==> src/rtl/video_layer_mixer.sv <==
// Mixes NUM_LAYERS 1-bit video layers into RGB through a two-bank (mono/colour)
// writable palette with per-channel saturation, frame-latched inversion and
// blanking. Sync/blank signals travel through a matching 2-stage ce_pix delay.
module video_layer_mixer #(
  parameter int NUM_LAYERS  = 3,
  parameter int COLOR_DEPTH = 4
) (
  input  logic                           clk_sys,
  input  logic                           reset,
  input  logic                           ce_pix,
  input  logic                           color_mode,
  input  logic                           pal_we,
  input  logic [$clog2(NUM_LAYERS):0]    pal_addr,
  input  logic [3*COLOR_DEPTH-1:0]       pal_data,
  input  logic [NUM_LAYERS-1:0]          layer_in,
  input  logic                           invert_in,
  input  logic                           hsync_in,
  input  logic                           vsync_in,
  input  logic                           hblank_in,
  input  logic                           vblank_in,
  output logic [COLOR_DEPTH-1:0]         r_out,
  output logic [COLOR_DEPTH-1:0]         g_out,
  output logic [COLOR_DEPTH-1:0]         b_out,
  output logic                           hsync_out,
  output logic                           vsync_out,
  output logic                           hblank_out,
  output logic                           vblank_out,
  output logic                           invert_active
);

  localparam int AW = $clog2(NUM_LAYERS) + 1;
  localparam int CD = COLOR_DEPTH;
  localparam int PW = 3 * CD;
  localparam int SW = CD + $clog2(NUM_LAYERS + 1);
  localparam logic [CD-1:0] GREY_CH = CD'((2 ** (CD - 1)) - 1);
  localparam logic [PW-1:0] GREY    = {3{GREY_CH}};
  localparam logic [SW-1:0] CH_MAX  = SW'((2 ** CD) - 1);

  logic [PW-1:0] r_pal [2][NUM_LAYERS];
  logic          r_mode_q;
  logic          r_accum;
  logic [CD-1:0] r_s1 [3];
  logic [3:0]    r_sync1;          // {hsync, vsync, hblank, vblank}
  logic [SW-1:0] w_sum [3];
  logic [CD-1:0] w_mix [3];
  logic          w_frame_start;
  logic          w_blank;

  // The stage-1 vsync bit doubles as the previously sampled vsync_in.
  assign w_frame_start = ce_pix & vsync_in & ~r_sync1[2];
  assign w_blank       = r_sync1[1] | r_sync1[0];

  // Palette: written on any clk_sys cycle; out-of-range layer indices never match.
  always_ff @(posedge clk_sys or posedge reset) begin
    if (reset) begin
      for (int b = 0; b < 2; b++)
        for (int i = 0; i < NUM_LAYERS; i++)
          r_pal[b][i] <= GREY;
    end else if (pal_we) begin
      for (int b = 0; b < 2; b++)
        for (int i = 0; i < NUM_LAYERS; i++)
          if (pal_addr == AW'(b * (2 ** (AW - 1)) + i))
            r_pal[b][i] <= pal_data;
    end
  end

  // Per-channel sum of the selected bank's entries for every set layer, saturated.
  always_comb begin
    for (int c = 0; c < 3; c++) begin
      w_sum[c] = '0;
      for (int i = 0; i < NUM_LAYERS; i++)
        if (layer_in[i])
          w_sum[c] = w_sum[c] + SW'(r_pal[r_mode_q][i][(2 - c) * CD +: CD]);
      w_mix[c] = (w_sum[c] > CH_MAX) ? {CD{1'b1}} : w_sum[c][CD-1:0];
    end
  end

  // Frame-start latching of inversion and palette bank, accumulation otherwise.
  always_ff @(posedge clk_sys or posedge reset) begin
    if (reset) begin
      invert_active <= 1'b0;
      r_accum       <= 1'b0;
      r_mode_q      <= 1'b0;
    end else if (ce_pix) begin
      if (w_frame_start) begin
        invert_active <= r_accum | invert_in;
        r_accum       <= 1'b0;
        r_mode_q      <= color_mode;
      end else begin
        r_accum <= r_accum | invert_in;
      end
    end
  end

  // Stage 1: register mixed colour and timing together.
  always_ff @(posedge clk_sys or posedge reset) begin
    if (reset) begin
      for (int c = 0; c < 3; c++) r_s1[c] <= '0;
      r_sync1 <= '0;
    end else if (ce_pix) begin
      for (int c = 0; c < 3; c++) r_s1[c] <= w_mix[c];
      r_sync1 <= {hsync_in, vsync_in, hblank_in, vblank_in};
    end
  end

  // Stage 2: inversion, then blanking (blanking wins), plus second timing delay.
  always_ff @(posedge clk_sys or posedge reset) begin
    if (reset) begin
      r_out <= '0;
      g_out <= '0;
      b_out <= '0;
      {hsync_out, vsync_out, hblank_out, vblank_out} <= '0;
    end else if (ce_pix) begin
      r_out <= w_blank ? '0 : (r_s1[0] ^ {CD{invert_active}});
      g_out <= w_blank ? '0 : (r_s1[1] ^ {CD{invert_active}});
      b_out <= w_blank ? '0 : (r_s1[2] ^ {CD{invert_active}});
      {hsync_out, vsync_out, hblank_out, vblank_out} <= r_sync1;
    end
  end

endmodule

==> config.mk <==
export PLATFORM = sky130hd
export DESIGN_NAME = video_layer_mixer
export DESIGN_NICKNAME = d
export VERILOG_FILES = /design/src/rtl/video_layer_mixer.sv
export SDC_FILE = /design/constraint.sdc
export NUM_CORES = 1
export LEC_CHECK = 0
export BUFFER_PORTS_ARGS = -buffer_cell sky130_fd_sc_hd__buf_4
export CORE_MARGIN = 8
export CORE_UTILIZATION = 39
export DETAILED_ROUTE_END_ITERATION = 6
export GPL_ROUTABILITY_DRIVEN = 1
export GPL_TIMING_DRIVEN = 1
export RECOVER_POWER = 25
export SETUP_SLACK_MARGIN = 0.3
export SLEW_MARGIN = 20
export SYNTH_ARGS = -nofsm -noshare
export SYNTH_HDL_FRONTEND = slang
export SYNTH_SLANG_ARGS = --single-unit
==> constraint.sdc <==
create_clock -name clk_sys -period 7.6 [get_ports clk_sys]
set_clock_uncertainty 0.2 [all_clocks]
set_input_delay 1.52 -clock clk_sys [delete_from_list [all_inputs] [get_ports clk_sys]]
set_output_delay 1.52 -clock clk_sys [all_outputs]
set_load 0.01 [all_outputs]
==> results of run 1 <==
state kept, by name, summed over array words and instances (netlist names), 4 cells and up:
name     flops
g_out        4
r_sync1      4
b_out        4
r_s1        12
r_out        4
r_pal       72
worst max-delay path: stages:
cell	delay, ns
buf_4	0.20
nor2b_1	0.17
ha_1	0.21
fa_1	0.43
or2_2	0.32
and4_1	0.21
or2_2	0.27
ha_1	0.34
a21oi_1	0.15
nor2_1	0.08
a211o_1	0.26
mux2i_1	0.29
a31oi_1	0.12
final timing paths:
check	startpoint	end	slack [ns]	depth (start not counted)
min in group asynchronous	reset	r_pal[43]$_DFFE_PP0P_	1.59	2
max in group asynchronous	reset	vsync_out$_DFFE_PP0P_	4.08	3
hold / removal	r_out[2]$_DFFE_PP0P_	r_out[2]$_DFFE_PP0P_	0.30	1
hold reg to reg	r_out[2]$_DFFE_PP0P_	r_out[2]$_DFFE_PP0P_	0.30	1
setup / recovery	layer_in[0]	r_s1[11]$_DFFE_PP0P_	3.04	13
setup reg to reg	r_mode_q$_DFFE_PP0P_	r_s1[11]$_DFFE_PP0P_	3.28	13
placed cells by master, fill, tap and decap left out, types with 3 or more instances in the layout:
master,netlist,layout
a21oi_1,23,23
a31oi_1,7,7
a32oi_1,3,3
buf_4,0,48
clkbuf_16,0,9
dfrtp_1,53,52
dfstp_2,54,54
fa_1,6,6
ha_1,21,21
inv_1,15,14
mux2_2,112,112
mux2i_1,20,20
nand2_1,19,19
nand2b_1,4,4
nand3_1,3,3
nand4_1,3,3
nand4b_1,5,5
nor2_1,23,23
nor2b_1,10,10
o211ai_1,3,3
o21ai_0,7,7
o22ai_1,3,3
o2bb2ai_1,9,9
or2_2,3,3
xnor2_1,16,16
xor2_1,5,5
cells by family after synthesis:
family / share of synthesized area [%]
AO/OA/AOI/OAI: 8.36
XOR/XNOR: 3.11
adder cells (fa/ha/maj): 6.48
buffers and inverters: 3.09
flip-flops: 46.5
multiplexers: 25.2
AND/OR/NAND/NOR: 7.26
power breakdown:
| group | leakage, uW | total [uW] | switching [uW] | internal (uW) |
|---|---|---|---|---|
| combinational | 0.00145 | 718 | 348 | 370 |
| sequential | 0.00121 | 841 | 85.6 | 755 |
| clock | 0.000141 | 448 | 214 | 234 |
routing by layer:
metal | track usage, % | vias up | routed length (um)
met5 | 0 | - | 0
met4 | 3.70 | 0 | 134
met3 | 3.96 | 17 | 397
met2 | 23.6 | 50 | 6320
met1 | 15.8 | 1966 | 5390
li1 | - | 1811 | -
area by class of cell:
class | instances | area share [%]
Clock buffer | 10 | 3.57
Inverter | 15 | 0.859
Sequential cell | 107 | 41.0
Tap cell | 188 | 3.51
Multi-Input combinational cell | 337 | 44.8
Timing Repair Buffer | 50 | 5.55
Clock inverter | 6 | 0.691
stage by stage:
| stage | worst slack, ns | instance area [um2] |
|---|---|---|
| after detailed placement | 2.73 | 6420 |
| final | 3.04 | 6700 |
| after global placement | 2.81 | 6420 |
| after CTS | 3.10 | 6700 |
| after global routing | 2.89 | 6700 |
| after floorplan | 2.82 | 5910 |
==> run_results.csv, run 1 <==
group,metric,value,unit
timing,hold_viol,0,
cells_and_area,diodes,0,
synthesis,ys.flop_type,"dfstp_2",
die,dieArea,0.0193,mm2
clock_tree,clk_path_buf_depth,2,
clock_tree,cts_sinks,107,
critical_path,cp-end-kind,"register",
synthesis,synth_most_common_cell,"mux2_2",
cells_and_area,multi_input_area,0.00300,mm2
die,start_util,39.5,%
detailed_routing,via_per_inst,5.39,
synthesis,synth_edf_count,0,
clock_tree,clk_latency,0.36,ns
die,rows,45,
detailed_routing,wl,12200,um
global_route,antenna_found_initial,0,
synthesis,syn-mean-instance-area,12.2,um2
timing,tns,0,ns
clock_tree,cts.repair.resized,0,
detailed_routing,drtAntennaViolNets,0,
hold_path,hp-class,"reg2reg",
critical_path,cp_data_arrival_time,4.58,ns
synthesis,async_reset_ff_share,100,%
clock_tree,post_cts_buffers,0,
critical_path,crit_fanout,27,
cells_and_area,syn2layout_area_growth,13.3,%
timing,maxSlewViolCount,53,
detailed_routing,drt_iter0_drc,180,
global_route,grt_first_pass_wirelength,20900,um
timing,tightest_slew,2.27,ns
cells_and_area,nNetsFinal,575,
status,violations,"capacitance limit, slew limit",
timing,period_share,59.9,%
synthesis,yosysWarnings,0,
global_route,grt_use_total,13.5,%
cells_and_area,area.sequential,0.00275,mm2
die,die_h,139,um
die,pin_count,45,
cells_and_area,fillerInstances,1387,
critical_path,critical_path_class,"in2reg",
power,power.density,300,mW/mm2
placed_design,numPortBuffers,44,
clock_tree,hold_buffers,0,
cells_and_area,fin_util,44.7,%
global_route,grt_max_degree,57,
status,status,"complete, but fails checks",
die,fp.dieW,139,um
global_route,first_global_vias,4135,
timing,rsz0062_at_grt,"false",
flow_run,max_cap_viol_count,1,
synthesis,synth_seq_area_share,46.5,%
critical_path,worst_ep_required_time,7.62,ns
detailed_routing,wl_per_cell,17.2,um
clock_tree,clock-root-buffer,"clkbuf_16",
detailed_routing,vias,3844,
timing,final.min_clock_period,4.56,ns
timing,setup_viol,0,
synthesis,synth.area.top_cells,"dfstp_2 24%, dfrtp_1 22%, mux2_2 21%, ha_1 4.4%, mux2i_1 3.4%",
clock_tree,cts_max_level,3,
synthesis,synthCells,485,
placed_design,place_congestion,0.795,
critical_path,cp-start-kind,"primary input",
synthesis,netlist.area_leader.share,24.0,%
synthesis,syn-num-nets,540,
detailed_routing,drtPass1Iterations,4,
synthesis,syn_area,0.00591,mm2
power,ir_worst_vdd,0.000230,V
timing,max_freq,220,MHz
power,p_leak,0.00280,uW
clock_tree,cts_tree,"yes",
synthesis,ys_top_cells_by_count,"112 x mux2_2, 54 x dfstp_2, 53 x dfrtp_1",
global_route,overflow,0,
timing,holdWs,0.296,ns
placed_design,dp_hpwl,8680,um
synthesis,synth.distinct_cells,50,
die,coreArea,0.0150,mm2
placed_design,dp.cells,697,
timing,maxSlewHeadroom,-51.9,%
clock_tree,path_clk_slew,0.07,ns
synthesis,synth_top_area_cell,"dfstp_2",
detailed_routing,drc_errors,0,
synthesis,ys_seq_elements,107,
clock_tree,numCtsBuffers,9,
cells_and_area,layout.cells.non_filler,713,
power,power,2010,uW
cells_and_area,drive_gt1_share,46.9,%
Power figures use the tool's default switching activity.
==> run 2, diff against run 1 <==
--- a/config.mk
+++ b/config.mk
@@ -5,6 +5,7 @@
 export SDC_FILE = /design/constraint.sdc
 export NUM_CORES = 1
 export LEC_CHECK = 0
+export ABC_AREA = 1
 export BUFFER_PORTS_ARGS = -buffer_cell sky130_fd_sc_hd__buf_4
 export CORE_MARGIN = 8
 export CORE_UTILIZATION = 39
==> constraint.sdc (replaced) <==
create_clock -name clk_sys -period 4.02 [get_ports clk_sys]
set_clock_uncertainty 0.2 [all_clocks]
set_input_delay 0.804 -clock clk_sys [delete_from_list [all_inputs] [get_ports clk_sys]]
set_output_delay 0.804 -clock clk_sys [all_outputs]
set_load 0.01 [all_outputs]
==> run 2 against run 1 <==
Highest routed layer unchanged. Critical endpoint is now r_s1[10]$_DFFE_PP0P_. Critical path type is now reg2reg. Worst setup slack worse by 2.4 ns. Utilization is 0.75 points higher. Sequential power is 81% higher. Critical path depth is 5 higher. Design area is 0.95% lower. The run now ends clean. Via count is 22% higher. Flip-flop and latch count stayed put. Register-to-register slack worse by 2.7 ns. Clock-buffer cell count is 4 higher.
==> run_results.csv, run 2 <==
group,metric,value,unit
clock_tree,cts_sinks,107,
clock_tree,cts_max_level,3,
cells_and_area,syn2layout_area_growth,13.3,%
synthesis,synth_seq_area_share,46.9,%
cells_and_area,largest_reg_flops,72,
cells_and_area,final_common_cell,"nand2_1",
synthesis,async_reset_ff_share,100,%
cells_and_area,layout_common_cells,"253 x nand2_1, 106 x o21ai_0, 54 x inv_1, 54 x dfstp_2, 53 x nor2_1",
die,rows,44,
status,status,"complete, no violations",
die,coreArea,0.0146,mm2
clock_tree,path_clk_slew,0.07,ns
flow_run,max_cap_viol_count,0,
detailed_routing,drtPass1Iterations,5,
critical_path,r2r-end,"r_s1[10]$_DFFE_PP0P_",
synthesis,synth.area.top_cells,"dfstp_2 24%, dfrtp_1 23%, nand2_1 16%, o21ai_0 9.2%, ha_1 4.5%",
timing,tns,0,ns
placed_design,dp_hpwl,9880,um
critical_path,crit_fanout,11,
cells_and_area,fin_util,45.5,%
cells_and_area,top_regs,"r_pal (72), r_s1 (12)",
critical_path,worst_ep_required_time,4.06,ns
global_route,grt_max_degree,57,
timing,period_share,84.4,%
timing,rsz0062_at_grt,"false",
synthesis,ys.flop_type,"dfstp_2",
critical_path,worstRegToRegCells,18,
critical_path,cp-end-kind,"register",
hold_path,min_to,"vsync_out$_DFFE_PP0P_",
hold_path,hp-class,"reg2reg",
power,combPwrFrac,30.3,%
die,die_h,139,um
power,p_int,2310,uW
critical_path,regToRegStartpoint,"r_mode_q$_DFFE_PP0P_",
power,netSwitchingFraction,33.2,%
synthesis,syn_area,0.00586,mm2
detailed_routing,drc_errors,0,
cells_and_area,design_area,0.00663,mm2
global_route,grt_use_total,14.5,%
global_route,antenna_found_initial,0,
placed_design,post-place-ws,0.306,ns
detailed_routing,wl,13400,um
clock_tree,cts_tree,"yes",
critical_path,critical_path_class,"reg2reg",
power,power.density,522,mW/mm2
cells_and_area,largest-register,"r_pal",
synthesis,syn-num-nets,797,
cells_and_area,fillerInstances,1500,
synthesis,syn-mean-instance-area,7.89,um2
synthesis,synth_top_area_cell,"dfstp_2",
timing,holdWs,0.284,ns
detailed_routing,wl_per_cell,13.9,um
global_route,grt_first_pass_wirelength,23300,um
global_route,overflow,0,
timing,max_freq,295,MHz
placed_design,place_area,0.00634,mm2
timing,maxSlewViolCount,0,
timing,tightest_slew,1.35,ns
die,fp.dieW,139,um
synthesis,netlist.area_leader.share,24.2,%
placed_design,place_congestion,0.846,
die,pin_count,45,
power,switchingPower,1150,uW
power,ir_worst_vdd,0.000361,V
detailed_routing,vias,4702,
global_route,first_global_vias,4642,
synthesis,synth_most_common_cell,"nand2_1",
detailed_routing,drtAntennaViolNets,0,
die,dieArea,0.0192,mm2
clock_tree,clk_path_buf_depth,2,
synthesis,ys_top_cells_by_count,"253 x nand2_1, 108 x o21ai_0, 55 x inv_1",
cells_and_area,diodes,0,
clock_tree,clock-root-buffer,"clkbuf_16",
detailed_routing,via_per_inst,4.88,
synthesis,synth.distinct_cells,35,
critical_path,cp-start-kind,"register",
timing,fin_ws,0.628,ns
timing,setup_viol,0,
cells_and_area,drive_gt1_share,18.7,%
clock_tree,clk_latency,0.36,ns
detailed_routing,drt_iter0_drc,256,
die,start_util,40.1,%
power,clockPowerShare,26.0,%
clock_tree,numCtsBuffers,9,
synthesis,ys_seq_elements,107,
hold_path,min_from,"vsync_out$_DFFE_PP0P_",
power,seqPwrFrac,43.8,%
placed_design,numPortBuffers,44,
critical_path,cp_data_arrival_time,3.44,ns
power,p_leak,0.00327,uW
synthesis,yosysWarnings,0,
hold_path,hold_depth,2,
timing,hold_viol,0,
cells_and_area,nNetsFinal,829,
synthesis,synth_edf_count,0,
timing,final.min_clock_period,3.39,ns
timing,maxSlewHeadroom,9.74,%
critical_path,reg2reg_slack,0.63,ns
synthesis,synthCells,742,
run 2: cell types whose count changed after synthesis, sizes merged, moves of 20 or more:
cell	change
mux2	-114
nand3	+37
mux2i	-20
inv	+42
nand2	+241
o21ai	+105
nor2	+31
run 2: logic make-up after synthesis:
| family | synth area share, % |
|---|---|
| and+or+nand+nor | 26.5 |
| DFF | 46.9 |
| xor gates and xnor gates | 1.94 |
| adders and majority gates | 6.54 |
| buffers and inverters | 6.26 |
| AOI/OAI and AO/OA | 11.9 |
run 2: critical path, stage by stage, from the launching register on:
cell      delay [ns]
dfrtp_2         0.45
buf_4           0.21
buf_4           0.20
nand2_1         0.08
nand2_1         0.10
fa_1            0.46
nand3b_1        0.17
nand3_1         0.10
and2_1          0.14
ha_1            0.27
and3_1          0.16
nor2_1          0.11
nor2_1          0.07
nor2_1          0.10
nand3_1         0.09
nand2_2         0.11
nand3_1         0.10
nand2_1         0.07
nand2_1         0.06
run 2: layout make-up:
type	count	area [um2]	share of cell area, %
sequential	107	2750	41.4
multi-input combinational	546	2740	41.4
timing repair buffer	52	382	5.75
clock buffer	14	295	4.45
tap	184	230	3.47
inverter	58	221	3.34
clock inverter	2	15.0	0.226
run 2: per-stage QoR:
step                std cells  power, uW
global placement          946       2540
detailed placement        946       2580
floorplan                 742       2280
CTS                       962       3500
global route              963       3740
finish                    963       3460
run 2: worst max-delay path by stage:
| stage | cells after the start | to | startpoint | slack, ns |
|---|---|---|---|---|
| floorplan | 20 | r_s1[1]$_DFFE_PP0P_ | r_mode_q$_DFFE_PP0P_ | 0.58 |
| finish | 18 | r_s1[10]$_DFFE_PP0P_ | r_mode_q$_DFFE_PP0P_ | 0.63 |
| CTS | 18 | r_s1[1]$_DFFE_PP0P_ | r_mode_q$_DFFE_PP0P_ | 0.47 |
| global route | 21 | r_s1[10]$_DFFE_PP0P_ | r_mode_q$_DFFE_PP0P_ | 0.30 |
| detailed placement | 19 | r_s1[1]$_DFFE_PP0P_ | layer_in[0] | 0.31 |
| global placement | 19 | r_s1[1]$_DFFE_PP0P_ | layer_in[0] | 0.35 |
run 2: repair_timing:
action	in CTS	in global routing
hold buffers	0	0
gates resized for setup	0	5
setup endpoints to repair	0	10
buffers inserted	0	1
run 2: power groups by stage:
stage / registers (uW) / logic, uW / clock network [uW]
after floorplan: 1500 / 779 / 0
after global placement: 1520 / 1020 / 0
after detailed placement: 1530 / 1050 / 0
after CTS: 1510 / 1060 / 932
after global routing: 1550 / 1220 / 971
final: 1520 / 1050 / 900
run 2: metal layers:
layer  track usage (%)  up-vias  part of all wire, %
met4              3.15        0                  1.2
met3              4.59       16                  6.1
li1                  -     2427                    -
met5                 0        -                    0
met2              21.6      107                   42
met1              20.2     2152                   51
